[src/rtl/ps2_pkg.sv]
// rtl/ps2_pkg.sv - shared types, constants and parity helper for the PS/2 receiver
package ps2_pkg;

    typedef enum logic [1:0] {
        IDLE,
        DATA,
        PARITY,
        STOP
    } ps2_state_t;

    localparam int FRAME_DATA_BITS = 8;

    // True when data plus parity carries an odd number of ones.
    function automatic logic odd_parity_ok(input logic [FRAME_DATA_BITS-1:0] data,
                                           input logic                       parity);
        return ^{data, parity};
    endfunction

endpackage

[src/rtl/ps2_rx_fifo_sync_fifo.sv]
// rtl/ps2_rx_fifo_sync_fifo.sv - show-ahead synchronous FIFO with simultaneous push/pop
module sync_fifo #(
    parameter int WIDTH = 8,
    parameter int DEPTH = 8
) (
    input  logic                     clk,
    input  logic                     rst,
    input  logic                     push,
    input  logic [WIDTH-1:0]         wr_data,
    input  logic                     pop,
    output logic [WIDTH-1:0]         rd_data,
    output logic [$clog2(DEPTH):0]   count,
    output logic                     empty,
    output logic                     full
);
    localparam int AW = $clog2(DEPTH);
    localparam int CW = AW + 1;

    logic [WIDTH-1:0] mem_q [DEPTH];
    logic [AW-1:0]    wr_ptr_q, wr_ptr_d;
    logic [AW-1:0]    rd_ptr_q, rd_ptr_d;
    logic [CW-1:0]    count_q, count_d;
    logic             push_ok;
    logic             pop_ok;

    // A pop on an empty FIFO is ignored; a push on a full FIFO only lands if a pop frees the slot.
    always_comb begin
        pop_ok   = pop && (count_q != '0);
        push_ok  = push && ((count_q != CW'(DEPTH)) || pop_ok);
        wr_ptr_d = push_ok ? wr_ptr_q + AW'(1) : wr_ptr_q;
        rd_ptr_d = pop_ok  ? rd_ptr_q + AW'(1) : rd_ptr_q;
        count_d  = count_q;
        unique case ({push_ok, pop_ok})
            2'b10:   count_d = count_q + CW'(1);
            2'b01:   count_d = count_q - CW'(1);
            default: count_d = count_q;
        endcase
    end

    always_ff @(posedge clk) begin
        if (rst) begin
            wr_ptr_q <= '0;
            rd_ptr_q <= '0;
            count_q  <= '0;
        end else begin
            wr_ptr_q <= wr_ptr_d;
            rd_ptr_q <= rd_ptr_d;
            count_q  <= count_d;
        end
    end

    always_ff @(posedge clk) begin
        if (push_ok) begin
            mem_q[wr_ptr_q] <= wr_data;
        end
    end

    assign empty   = (count_q == '0);
    assign full    = (count_q == CW'(DEPTH));
    assign count   = count_q;
    assign rd_data = empty ? '0 : mem_q[rd_ptr_q];

endmodule

[src/rtl/ps2_rx_fifo.sv]
// rtl/ps2_rx_fifo.sv - PS/2 device-to-host receiver with glitch filter, timeout and receive FIFO
module ps2_rx_fifo
    import ps2_pkg::*;
#(
    parameter int FIFO_DEPTH   = 8,
    parameter int FILT_LEN     = 4,
    parameter int TIMEOUT_CYC  = 50000,
    parameter int CHECK_PARITY = 1
) (
    input  logic                          sys_clk,
    input  logic                          sys_rst,
    input  logic                          ps2_clk,
    input  logic                          ps2_data,
    input  logic                          rd_en,
    output logic [7:0]                    data_out,
    output logic                          empty,
    output logic [$clog2(FIFO_DEPTH):0]   count,
    output logic                          overflow,
    input  logic                          clr_err,
    output logic                          err_parity,
    output logic                          err_frame,
    output logic                          err_timeout
);
    localparam int FCW = $clog2(FILT_LEN + 1);
    localparam int TW  = $clog2(TIMEOUT_CYC + 1);
    localparam int BW  = $clog2(FRAME_DATA_BITS);

    logic                       clk_s1_q, clk_s1_d, clk_s2_q, clk_s2_d;
    logic                       dat_s1_q, dat_s1_d, dat_s2_q, dat_s2_d;
    logic                       filt_q, filt_d, filt_dly_q, filt_dly_d;
    logic [FCW-1:0]             fcnt_q, fcnt_d;
    logic                       strobe;

    ps2_state_t                 state_q, state_d;
    logic [BW-1:0]              bit_idx_q, bit_idx_d;
    logic [FRAME_DATA_BITS-1:0] shreg_q, shreg_d;
    logic                       par_q, par_d;
    logic [TW-1:0]              tout_q, tout_d;
    logic                       err_parity_q, err_parity_d;
    logic                       err_frame_q, err_frame_d;
    logic                       err_timeout_q, err_timeout_d;
    logic                       push_q, push_d;
    logic [7:0]                 push_byte_q, push_byte_d;
    logic                       overflow_q, overflow_d;
    logic                       fifo_full;

    // Synchronisers and glitch filter: the filtered clock follows only a level held FILT_LEN cycles.
    always_comb begin
        clk_s1_d   = ps2_clk;
        clk_s2_d   = clk_s1_q;
        dat_s1_d   = ps2_data;
        dat_s2_d   = dat_s1_q;
        filt_dly_d = filt_q;
        filt_d     = filt_q;
        fcnt_d     = '0;
        if (clk_s2_q != filt_q) begin
            if (fcnt_q == FCW'(FILT_LEN - 1)) begin
                filt_d = clk_s2_q;
            end else begin
                fcnt_d = fcnt_q + FCW'(1);
            end
        end
    end

    assign strobe = filt_dly_q & ~filt_q;

    always_comb begin
        state_d       = state_q;
        bit_idx_d     = bit_idx_q;
        shreg_d       = shreg_q;
        par_d         = par_q;
        tout_d        = tout_q;
        err_parity_d  = 1'b0;
        err_frame_d   = 1'b0;
        err_timeout_d = 1'b0;
        push_d        = 1'b0;
        push_byte_d   = push_byte_q;
        if (strobe) begin
            tout_d = '0;
            unique case (state_q)
                IDLE: begin
                    if (!dat_s2_q) begin
                        state_d   = DATA;
                        bit_idx_d = '0;
                    end else begin
                        err_frame_d = 1'b1;
                    end
                end
                DATA: begin
                    shreg_d = {dat_s2_q, shreg_q[FRAME_DATA_BITS-1:1]};
                    if (bit_idx_q == BW'(FRAME_DATA_BITS - 1)) begin
                        state_d = PARITY;
                    end else begin
                        bit_idx_d = bit_idx_q + BW'(1);
                    end
                end
                PARITY: begin
                    par_d   = dat_s2_q;
                    state_d = STOP;
                end
                STOP: begin
                    state_d = IDLE;
                    if (!dat_s2_q) begin
                        err_frame_d = 1'b1;
                    end else if ((CHECK_PARITY != 0) && !odd_parity_ok(shreg_q, par_q)) begin
                        err_parity_d = 1'b1;
                    end else begin
                        push_d      = 1'b1;
                        push_byte_d = shreg_q;
                    end
                end
                default: state_d = IDLE;
            endcase
        end else if (state_q != IDLE) begin
            if (tout_q == TW'(TIMEOUT_CYC - 1)) begin
                err_timeout_d = 1'b1;
                state_d       = IDLE;
                tout_d        = '0;
            end else begin
                tout_d = tout_q + TW'(1);
            end
        end
    end

    // A dropped byte (full, no simultaneous pop) sets overflow even if clr_err is asserted.
    always_comb begin
        overflow_d = overflow_q;
        if (clr_err) begin
            overflow_d = 1'b0;
        end
        if (push_q && fifo_full && !rd_en) begin
            overflow_d = 1'b1;
        end
    end

    always_ff @(posedge sys_clk) begin
        if (sys_rst) begin
            clk_s1_q      <= 1'b1;
            clk_s2_q      <= 1'b1;
            dat_s1_q      <= 1'b1;
            dat_s2_q      <= 1'b1;
            filt_q        <= 1'b1;
            filt_dly_q    <= 1'b1;
            fcnt_q        <= '0;
            state_q       <= IDLE;
            bit_idx_q     <= '0;
            shreg_q       <= '0;
            par_q         <= 1'b0;
            tout_q        <= '0;
            err_parity_q  <= 1'b0;
            err_frame_q   <= 1'b0;
            err_timeout_q <= 1'b0;
            push_q        <= 1'b0;
            push_byte_q   <= '0;
            overflow_q    <= 1'b0;
        end else begin
            clk_s1_q      <= clk_s1_d;
            clk_s2_q      <= clk_s2_d;
            dat_s1_q      <= dat_s1_d;
            dat_s2_q      <= dat_s2_d;
            filt_q        <= filt_d;
            filt_dly_q    <= filt_dly_d;
            fcnt_q        <= fcnt_d;
            state_q       <= state_d;
            bit_idx_q     <= bit_idx_d;
            shreg_q       <= shreg_d;
            par_q         <= par_d;
            tout_q        <= tout_d;
            err_parity_q  <= err_parity_d;
            err_frame_q   <= err_frame_d;
            err_timeout_q <= err_timeout_d;
            push_q        <= push_d;
            push_byte_q   <= push_byte_d;
            overflow_q    <= overflow_d;
        end
    end

    sync_fifo #(
        .WIDTH (8),
        .DEPTH (FIFO_DEPTH)
    ) u_fifo (
        .clk     (sys_clk),
        .rst     (sys_rst),
        .push    (push_q),
        .wr_data (push_byte_q),
        .pop     (rd_en),
        .rd_data (data_out),
        .count   (count),
        .empty   (empty),
        .full    (fifo_full)
    );

    assign overflow    = overflow_q;
    assign err_parity  = err_parity_q;
    assign err_frame   = err_frame_q;
    assign err_timeout = err_timeout_q;

endmodule

[config.mk]
export PLATFORM = sky130hd
export DESIGN_NAME = ps2_rx_fifo
export DESIGN_NICKNAME = d
export VERILOG_FILES = /design/src/rtl/ps2_pkg.sv /design/src/rtl/ps2_rx_fifo_sync_fifo.sv /design/src/rtl/ps2_rx_fifo.sv
export SDC_FILE = /design/constraint.sdc
export NUM_CORES = 1
export LEC_CHECK = 0
export CAP_MARGIN = 10
export CORE_MARGIN = 2
export CORE_UTILIZATION = 35
export CTS_CLUSTER_DIAMETER = 200
export DETAILED_ROUTE_END_ITERATION = 10
export SYNTH_ARGS = -nofsm -noshare
export SYNTH_HDL_FRONTEND = slang
export SYNTH_SLANG_ARGS = --single-unit
[constraint.sdc]
create_clock -name sys_clk -period 3.1 [get_ports sys_clk]
set_input_delay 0.62 -clock sys_clk [delete_from_list [all_inputs] [get_ports sys_clk]]
set_output_delay 0.62 -clock sys_clk [all_outputs]
set_load 0.01 [all_outputs]
==> reports/qor.yml, run 1 <==
finalWirelength_mm: 9.17
skew_ns: 0.00760
synth_cell_types: 43
place_congestion: 0.724
min_path_type: "reg -> reg"
die_h_um: 127
setup_viol: 0
slew_headroom: 0.638
hold_viol: 0
synth_largest_area_cell: "edfxtp_1"
layout_setup_ws_ns: 0.204
fin_hold_ws_ns: 0.411
synthTopCellsByArea: "edfxtp_1 36%, dfxtp_1 25%, mux4_2 6.8%, ha_1 3.3%, xnor2_1 3.1%"
pwr-share-seq: 0.477
nets: 488
drt_iter0_drc: 141
synthFlopType: "dfxtp_1"
fin_crit_sh: 0.934
grt_overflow: 0
r2r_cells: 10
postCtsSetupRepairBufs: 0
netlist_instances: 430
cts_tree: "done"
fp.coreArea_um2: 15000
clockBufferDepth: 2
end_kind: "primary output"
drive_gt1_frac: 0.158
antenna_cells: 0
status: "complete, no violations"
multi_input_area_um2: 1920
p_int_mw: 2.98
ys_ff_latch: 129
place_ws_ns: 0.253
whs_path_depth: 1
clock_sinks: 129
cap_violations: 0
htreeDepth: 4
antenna_found_initial: 0
p_clk_frac: 0.515
syn-num-nets: 450
synth_top_area_frac: 0.362
hold_buffers: 0
syn_to_final_growth_pct: 19.8
worst_slew_pin_slew_ns: 0.541
start_kind: "register"
grtUsageTotal: 0.122
n_fill_cell: 1369
place_area_um2: 5780
dieArea_um2: 16200
num_vias: 3208
grt_setup_unrepaired: "no"
root_buffer: "clkbuf_16"
grt_max_degree: 33
crit_required_ns: 2.48
clk_pin_slew_ns: 0.06
die_w_um: 127
clock_latency_ns: 0.41
postRouteAntennaNets: 0
dr.pass1.iters: 4
num_io_pins: 23
synth_common_cells: "65 x dfxtp_1, 64 x edfxtp_1, 43 x nor2_1"
yosys_warnings: 0
dp_hpwl_mm: 6.06
fmax_ghz: 0.345
path_max_fanout: 16
arrival_ns: 2.28
numCtsBuffers: 17
critical_path_class: "reg -> out"
vias_per_cell: 4.80
design_area_um2: 6360
slew_violations: 0
syn-cell-area_um2: 5310
num_rows: 45
synthArstFlopShare: 0
seqCellArea_um2: 3220
cellLeakagePower_nw: 2.14
tns_ns: 0
post_cts_resize_count: 0
pwr-share-comb: 0.007
route.detailed.drc: 0
initial_core_util: 0.353
power_switching_uw: 759
synth_most_common_cell: "dfxtp_1"
grt_pass1_vias: 3193
seq_area_frac_synth: 0.607
port_buffers: 22
avgRoutedWirePerCell_um: 13.7
synth_area_per_cell_um2: 12.3
synth-edff-count: 64
grt_pass1_wl_mm: 15.4
swShare: 0.203
max-vdd-ir-drop_uv: 435
min_period_ns: 2.90
powerDensity_nw_per_um2: 589
-- flip-flops by register name (all words and copies together), names as in the netlist, 2 cells and up, named ones only --
| register | cells |
|---|---|
| state_q | 2 |
| u_fifo.rd_ptr_q | 3 |
| fcnt_q | 3 |
| push_byte_q | 8 |
| u_fifo.mem_q | 64 |
| shreg_q | 8 |
| u_fifo.count | 4 |
| tout_q | 16 |
| bit_idx_q | 3 |
| u_fifo.wr_ptr_q | 3 |
-- worst paths after layout --
check	start	to	slack (ns)
max reg2reg	u_fifo.count[1]	u_fifo.count[2]	0.71
min	dat_s1_q	dat_s2_q	0.41
min reg2reg	dat_s1_q	dat_s2_q	0.41
max	register	data_out[0]	0.20
-- area by class of cell --
| type | instances | area share |
|---|---|---|
| inverters | 18 | 0.0106 |
| repair buffers | 37 | 0.0523 |
| well taps | 188 | 0.0370 |
| flip-flops and latches | 129 | 0.507 |
| clock buffers | 17 | 0.0669 |
| multi-input cells | 265 | 0.302 |
| clock inverters | 15 | 0.0248 |
-- cells by family (layout without fill, tap and decap cells) --
| family | Yosys count | after routing | share of synthesized area |
|---|---|---|---|
| simple gates | 144 | 144 | 0.138 |
| buf+inv | 36 | 87 | 0.0316 |
| fa+ha+maj | 14 | 14 | 0.0330 |
| flops | 129 | 129 | 0.607 |
| compound gates | 51 | 51 | 0.0509 |
| mux | 28 | 28 | 0.0905 |
| xor+xnor | 28 | 28 | 0.0490 |
-- layout by cell type, fill, tap and decap left out, drive strengths merged, types with 2 or more instances in the layout --
cell type and n:
nand2 30, nand3 14, mux4 16, clkinv 7, or3 12, dfxtp 65
xnor2 19, nor2b 4, mux2i 12, and2 2, nor3 6, nor4bb 2
a21oi 31, and3 3, nor3b 3, nand4 4, or2 7, nand2b 6
inv 23, clkdlybuf4s50 22, edfxtp 64, clkbuf 17, nor2 43, buf 15
ha 14, xor2 8, o21ai 15, bufinv 2, and4b 2
-- routing by layer --
metal / GRT usage / share of wire / vias to the layer above
li1: - / - / 1619
met5: 0 / 0 / -
met2: 0.209 / 0.50 / 34
met4: 0.0498 / 0.011 / 0
met3: 0.0410 / 0.029 / 10
met1: 0.141 / 0.46 / 1545
-- stage by stage --
step / cells / power, mW / utilization
2_1_floorplan: 430 / 1.84 / -
3_3_place_gp: 637 / 1.85 / 0.384
3_5_place_dp: 637 / 1.85 / 0.384
4_1_cts: 669 / 3.80 / 0.423
5_1_grt: 669 / 3.86 / 0.423
6_report: 669 / 3.74 / 0.423
-- critical path, stage by stage, from the launching register on --
cell and delay [ns]:
dfxtp_1 0.30, buf_4 0.30, mux4_2 0.58, mux2i_1 0.16
nor2_1 0.06, clkdlybuf4s50_1 0.47
-- power groups by stage --
stage	logic [mW]	clock network, mW	registers (mW)
2_1_floorplan	0.0193	0	1.82
3_5_place_dp	0.0283	0	1.82
5_1_grt	0.0310	2.05	1.79
6_report	0.0278	1.93	1.79
3_3_place_gp	0.0277	0	1.82
4_1_cts	0.0285	1.98	1.79
Note: power is estimated with default switching activity, not from simulation.
==> run 2, diff against run 1 <==
- RECOVER_POWER: unset -> 100
==> reports/qor.yml, run 2 (synthesis results as in run 1) <==
end_kind: "primary output"  # unchanged
num_vias: 3207  # was 3,208
utilization: 0.420  # was 0.423
slew_headroom: 0.0896  # was 0.638
vias_per_cell: 4.79  # was 4.80
grt_pass1_wl_mm: 15.4  # unchanged
dr.pass1.iters: 4  # unchanged
die_h_um: 127  # unchanged
top_register: "u_fifo.mem_q"  # unchanged
min_period_ns: 2.90  # about the same
drt_iter0_drc: 160  # was 141
nets: 488  # unchanged
start_kind: "register"  # unchanged
dp_hpwl_mm: 6.06  # unchanged
powerDensity_nw_per_um2: 592  # was 589 nW/um2
clock_latency_ns: 0.41  # about the same
min_path_type: "reg -> reg"  # unchanged
drive_gt1_frac: 0.135  # was 0.158
seqCellArea_um2: 3220  # unchanged
cts_tree: "done"  # unchanged
cellLeakagePower_nw: 2.12  # was 2.14 nW
cap_violations: 0  # unchanged
grt_max_degree: 33  # unchanged
clock_sinks: 129  # unchanged
n_fill_cell: 1385  # was 1,369
worst_slew_pin_slew_ns: 1.37  # was 0.541 ns
skew_ns: 0.00763  # was 0.00760 ns
place_congestion: 0.724  # unchanged
die_w_um: 127  # unchanged
multi_input_area_um2: 1920  # unchanged
reg_top3: "u_fifo.mem_q: 64 flops, tout_q: 16 flops"  # unchanged
initial_core_util: 0.353  # unchanged
post_cts_resize_count: 0  # unchanged
num_rows: 45  # unchanged
route.detailed.drc: 0  # unchanged
fmax_ghz: 0.345  # about the same
tns_ns: 0  # unchanged
hold_buffers: 0  # unchanged
htreeDepth: 4  # unchanged
arrival_ns: 2.28  # about the same
grtUsageTotal: 0.122  # unchanged
fp.coreArea_um2: 15000  # unchanged
root_buffer: "clkbuf_16"  # unchanged
numCtsBuffers: 17  # unchanged
syn_to_final_growth_pct: 19.0  # was 19.8%
grt_setup_unrepaired: "no"  # unchanged
status: "complete, no violations"  # unchanged
postCtsSetupRepairBufs: 0  # unchanged
max-vdd-ir-drop_uv: 435  # about the same
fin_crit_sh: 0.935  # was 0.934
clockBufferDepth: 2  # unchanged
largest_register_ffs: 64  # unchanged
clk_pin_slew_ns: 0.06  # about the same
critical_path_class: "reg -> out"  # unchanged
grt_pass1_vias: 3193  # unchanged
num_io_pins: 23  # unchanged
avgRoutedWirePerCell_um: 13.7  # about the same
port_buffers: 22  # unchanged
layout_common_cells: "65 x dfxtp_1, 64 x edfxtp_1, 43 x nor2_1"  # unchanged
grt_overflow: 0  # unchanged
hold_viol: 0  # unchanged
postRouteAntennaNets: 0  # unchanged
slew_violations: 0  # unchanged
final_common_cell: "dfxtp_1"  # unchanged
path_max_fanout: 16  # unchanged
antenna_found_initial: 0  # unchanged
antenna_cells: 0  # unchanged
dieArea_um2: 16200  # unchanged
crit_required_ns: 2.48  # about the same
setup_viol: 0  # unchanged
finalWirelength_mm: 9.20  # was 9.17 mm
## run 2: worst paths after layout
| path | start | cells past startpoint | to | slack, ns |
|---|---|---|---|---|
| max | register | 5 | data_out[0] | 0.20 |
| min | dat_s1_q | 1 | dat_s2_q | 0.41 |
| max reg2reg | u_fifo.count[1] | 10 | u_fifo.count[2] | 0.68 |
| min reg2reg | dat_s1_q | 1 | dat_s2_q | 0.41 |
## run 2: where the power goes
group / switching, mW / internal (mW)
Sequential: 0.00501 / 1.78
Combinational: 0.0162 / 0.00988
Clock: 0.736 / 1.19
## run 2: critical path, cell delays in order (launching register included)
cell	delay, ns
dfxtp_1	0.30
buf_4	0.30
mux4_2	0.58
mux2i_1	0.16
nor2_1	0.06
clkdlybuf4s50_1	0.47
## run 2: cell type report
class / instances / area share
Tap cell: 188 / 0.0372
Clock buffer: 17 / 0.0673
Timing Repair Buffer: 37 / 0.0461
Multi-Input combinational cell: 265 / 0.304
Sequential cell: 129 / 0.510
Clock inverter: 15 / 0.0250
Inverter: 18 / 0.0107
## run 2: layer usage
metal  share of wire  wire, um  track usage
met2            0.50      4640        0.209
met3           0.028       261       0.0410
met5               0         0            0
met1            0.46      4230        0.141
met4          0.0074        68       0.0498
## run 2: through the flow
step           instance area (um2)  worst slack [ns]  power (mW)  cells  hold slack [ns]
2_1_floorplan                 5310             0.302        1.84    430            0.389
3_3_place_gp                  5780             0.348        1.85    637            0.393
3_5_place_dp                  5780             0.253        1.85    637            0.398
4_1_cts                       6360             0.137        3.80    669            0.412
5_1_grt                       6320            0.0265        3.86    669            0.420
6_report                      6320             0.203        3.74    669            0.411
==> run 3, diff against run 2 <==
--- a/config.mk
+++ b/config.mk
@@ -7,2 +7,3 @@
 export LEC_CHECK = 0
+export ABC_AREA = 1
 export CAP_MARGIN = 10
==> constraint.sdc (replaced) <==
create_clock -name sys_clk -period 3.1 [get_ports sys_clk]
set_input_delay 0.465 -clock sys_clk [delete_from_list [all_inputs] [get_ports sys_clk]]
set_output_delay 0.465 -clock sys_clk [all_outputs]
set_load 0.01 [all_outputs]
==> reports/qor.yml, run 3 <==
end_kind: "primary output"  # unchanged
synthMuxAreaShare: 0  # was 0.0905
synthTopCellsByArea: "edfxtp_1 34%, dfxtp_1 23%, nor2_1 7.1%, nand2_1 6.8%, o21ai_0 5.2%"  # was edfxtp_1 36%, dfxtp_1 25%, mux4_2 6.8%, ha_1 3.3%, xnor2_1 3.1%
clockBufferDepth: 2  # unchanged
num_rows: 46  # was 45
dp_hpwl_mm: 7.78  # was 6.06 mm
syn-cell-area_um2: 5640  # was 5310 um2
cp_slowest_stage_delay_ns: 0.63  # was 0.58 ns
synthAdderAreaFrac: 0.0310  # was 0.0330
critical_path_class: "reg -> out"  # unchanged
synth-simple-area-share: 0.218  # was 0.138
synth_top_family_by_area: "simple AND/OR/NAND/NOR gates"  # unchanged
netlist_instances: 627  # was 430
initial_core_util: 0.356  # was 0.353
die_h_um: 131  # was 127 um
fmax_ghz: 0.353  # was 0.345 GHz
root_buffer: "clkbuf_16"  # unchanged
grt_overflow: 0  # unchanged
dieArea_um2: 17200  # was 16,200 um2
crit_slowest_cell: "dlygate4sd3_1"  # was mux4_2
grtUsageTotal: 0.143  # was 0.122
vias_per_cell: 4.74  # was 4.79
port_buffers: 22  # unchanged
grt_pass1_wl_mm: 18.9  # was 15.4 mm
num_vias: 4230  # was 3,207
start_kind: "register"  # unchanged
ys_ff_latch: 129  # unchanged
rr_endpoint: "u_fifo.count[2]"  # unchanged
num_io_pins: 23  # unchanged
syn_to_final_growth_pct: 18.8  # was 19.0%
path_max_fanout: 21  # was 16
top_usage_layer: "met2"  # unchanged
synth_area_per_cell_um2: 9.00  # was 12.3 um2
tns_ns: 0  # unchanged
top_register: "u_fifo.mem_q"  # unchanged
slew_violations: 0  # unchanged
nets: 684  # was 488
antenna_cells: 0  # unchanged
postCtsSetupRepairBufs: 0  # unchanged
path_buf_inv: 2  # unchanged
post_cts_resize_count: 0  # unchanged
status: "complete, no violations"  # unchanged
use_met2: 0.252  # was 0.209
powerDensity_nw_per_um2: 754  # was 592 nW/um2
place_ws_ns: 0.589  # was 0.253 ns
die_w_um: 131  # was 127 um
fp.coreArea_um2: 15800  # was 15,000 um2
cp_top_family: "buffers and inverters"  # unchanged
place_congestion: 0.824  # was 0.724
grt_use_met3: 0.0379  # was 0.0410
crit_chain: "inv_1 -> o21ai_0 -> o22ai_1 -> o21ai_0 -> a31oi_1 -> dlygate4sd3_1"  # was buf_4 -> mux4_2 -> mux2i_1 -> nor2_1 -> clkdlybuf4s50_1
arrival_ns: 2.37  # was 2.28 ns
clock_latency_ns: 0.41  # about the same
largest_register_ffs: 64  # unchanged
min_path_type: "reg -> reg"  # unchanged
max-vdd-ir-drop_uv: 351  # was 435 uV
synth_cell_types: 38  # was 43
synth_common_cells: "107 x nor2_1, 102 x nand2_1, 65 x dfxtp_1"  # was 65 x dfxtp_1, 64 x edfxtp_1, 43 x nor2_1
route.detailed.drc: 0  # unchanged
htreeDepth: 4  # unchanged
setup_viol: 0  # unchanged
synth-edff-count: 64  # unchanged
synth-xor-area-share: 0.0109  # was 0.0490
grt_setup_unrepaired: "no"  # unchanged
crit_required_ns: 2.63  # was 2.48 ns
cp_common_cell: "o21ai_0"
whs_endpoint: "dat_s2_q"  # unchanged
synth_top_area_frac: 0.341  # was 0.362
layout_common_cells: "107 x nor2_1, 102 x nand2_1, 65 x dfxtp_1"  # was 65 x dfxtp_1, 64 x edfxtp_1, 43 x nor2_1
grt_pass1_vias: 4008  # was 3,193
drt_iter0_drc: 246  # was 160
seq_area_frac_synth: 0.571  # was 0.607
hp-start: "dat_s1_q"  # unchanged
synthArstFlopShare: 0  # unchanged
slew_headroom: 0.165  # was 0.0896
worst_slew_pin_slew_ns: 1.25  # was 1.37 ns
postRouteAntennaNets: 0  # unchanged
layout_setup_ws_ns: 0.265  # was 0.203 ns
final_common_cell: "nor2_1"  # was dfxtp_1
avgRoutedWirePerCell_um: 13.0  # was 13.7 um
skew_ns: 0.00742  # was 0.00763 ns
whs_path_depth: 1  # unchanged
numCtsBuffers: 17  # unchanged
antenna_found_initial: 0  # unchanged
clk_pin_slew_ns: 0.06  # about the same
finalWirelength_mm: 11.6  # was 9.20 mm
drive_gt1_frac: 0.0931  # was 0.135
synthFlopType: "dfxtp_1"  # unchanged
reg2reg_from: "u_fifo.count[1]"  # unchanged
cts_tree: "done"  # unchanged
cellLeakagePower_nw: 2.59  # was 2.12 nW
synth_largest_area_cell: "edfxtp_1"  # unchanged
clock_sinks: 129  # unchanged
grtUsageMet1: 0.164  # was 0.141
hold_viol: 0  # unchanged
min_period_ns: 2.84  # was 2.90 ns
syn-num-nets: 647  # was 450
hold_buffers: 0  # unchanged
synth_most_common_cell: "nor2_1"  # was dfxtp_1
r2r_cells: 12  # was 10
yosys_warnings: 0  # unchanged
cap_violations: 0  # unchanged
synth_compound_area_frac: 0.112  # was 0.0509
setup.reg_to_reg.worst_slack_ns: 0.68  # about the same
reg_top3: "u_fifo.mem_q: 64 flops, tout_q: 16 flops"  # unchanged
grt_max_degree: 33  # unchanged
fin_crit_sh: 0.915  # was 0.935
dr.pass1.iters: 5  # was 4
[run 3: changes by cell type in the layout (fill, tap and decap cells not counted), moves of 12 or more]
cell	before	now
mux2i_1	12	0
o21ai_0	15	60
nand2_1	30	102
xnor2_1	19	2
nor2_1	43	107
mux4_2	16	0
inv_1	18	57
[run 3: worst max path at each step]
stage	end	slack [ns]	depth (start not counted)
final	data_out[0]	0.26	6
after global routing	data_out[0]	0.06	6
after CTS	data_out[0]	0.30	6
after detailed placement	u_fifo.count[2]	0.59	11
after global placement	u_fifo.count[2]	0.68	11
after floorplan	u_fifo.count[2]	0.88	12
[run 3: final cells by class]
type | count | area (um2)
repair buffers | 35 | 284
inverters | 65 | 244
clock inverters | 13 | 173
fillers | 1538 | 9130
clock buffers | 19 | 433
well taps | 216 | 270
flip-flops and latches | 129 | 3220
multi-input cells | 416 | 2070
[run 3: kinds of logic (layout without fill, tap and decap cells)]
logic type,count (synthesis),after routing
and+or+nand+nor,277,277
AOI/OAI and AO/OA,118,118
buffers and inverters,82,132
xor gates and xnor gates,7,7
adders and majority gates,14,14
DFF,129,129
[run 3: per-layer routing]
metal  part of all wire  wire length [um]
met1               0.46              5300
met2               0.50              5800
met3              0.029               337
met4              0.015               176
met5                  0                 0
[run 3: metrics by stage]
step | area (um2) | cells | utilization | power (mW) | hold slack, ns
after floorplan | 5640 | 627 | - | 2.62 | 0.389
after global placement | 6150 | 861 | 0.389 | 3.11 | 0.396
after detailed placement | 6150 | 861 | 0.389 | 3.14 | 0.401
after CTS | 6760 | 893 | 0.427 | 5.17 | 0.415
after global routing | 6700 | 893 | 0.423 | 5.31 | 0.445
final | 6700 | 893 | 0.423 | 5.05 | 0.411
[run 3: power breakdown]
group / internal (mW) / total, mW / switching (mW) / leakage (nW)
Clock: 1.28 / 2.03 / 0.751 / 0.282
Sequential: 1.82 / 1.87 / 0.0486 / 1.12
Combinational: 0.477 / 1.15 / 0.676 / 1.19
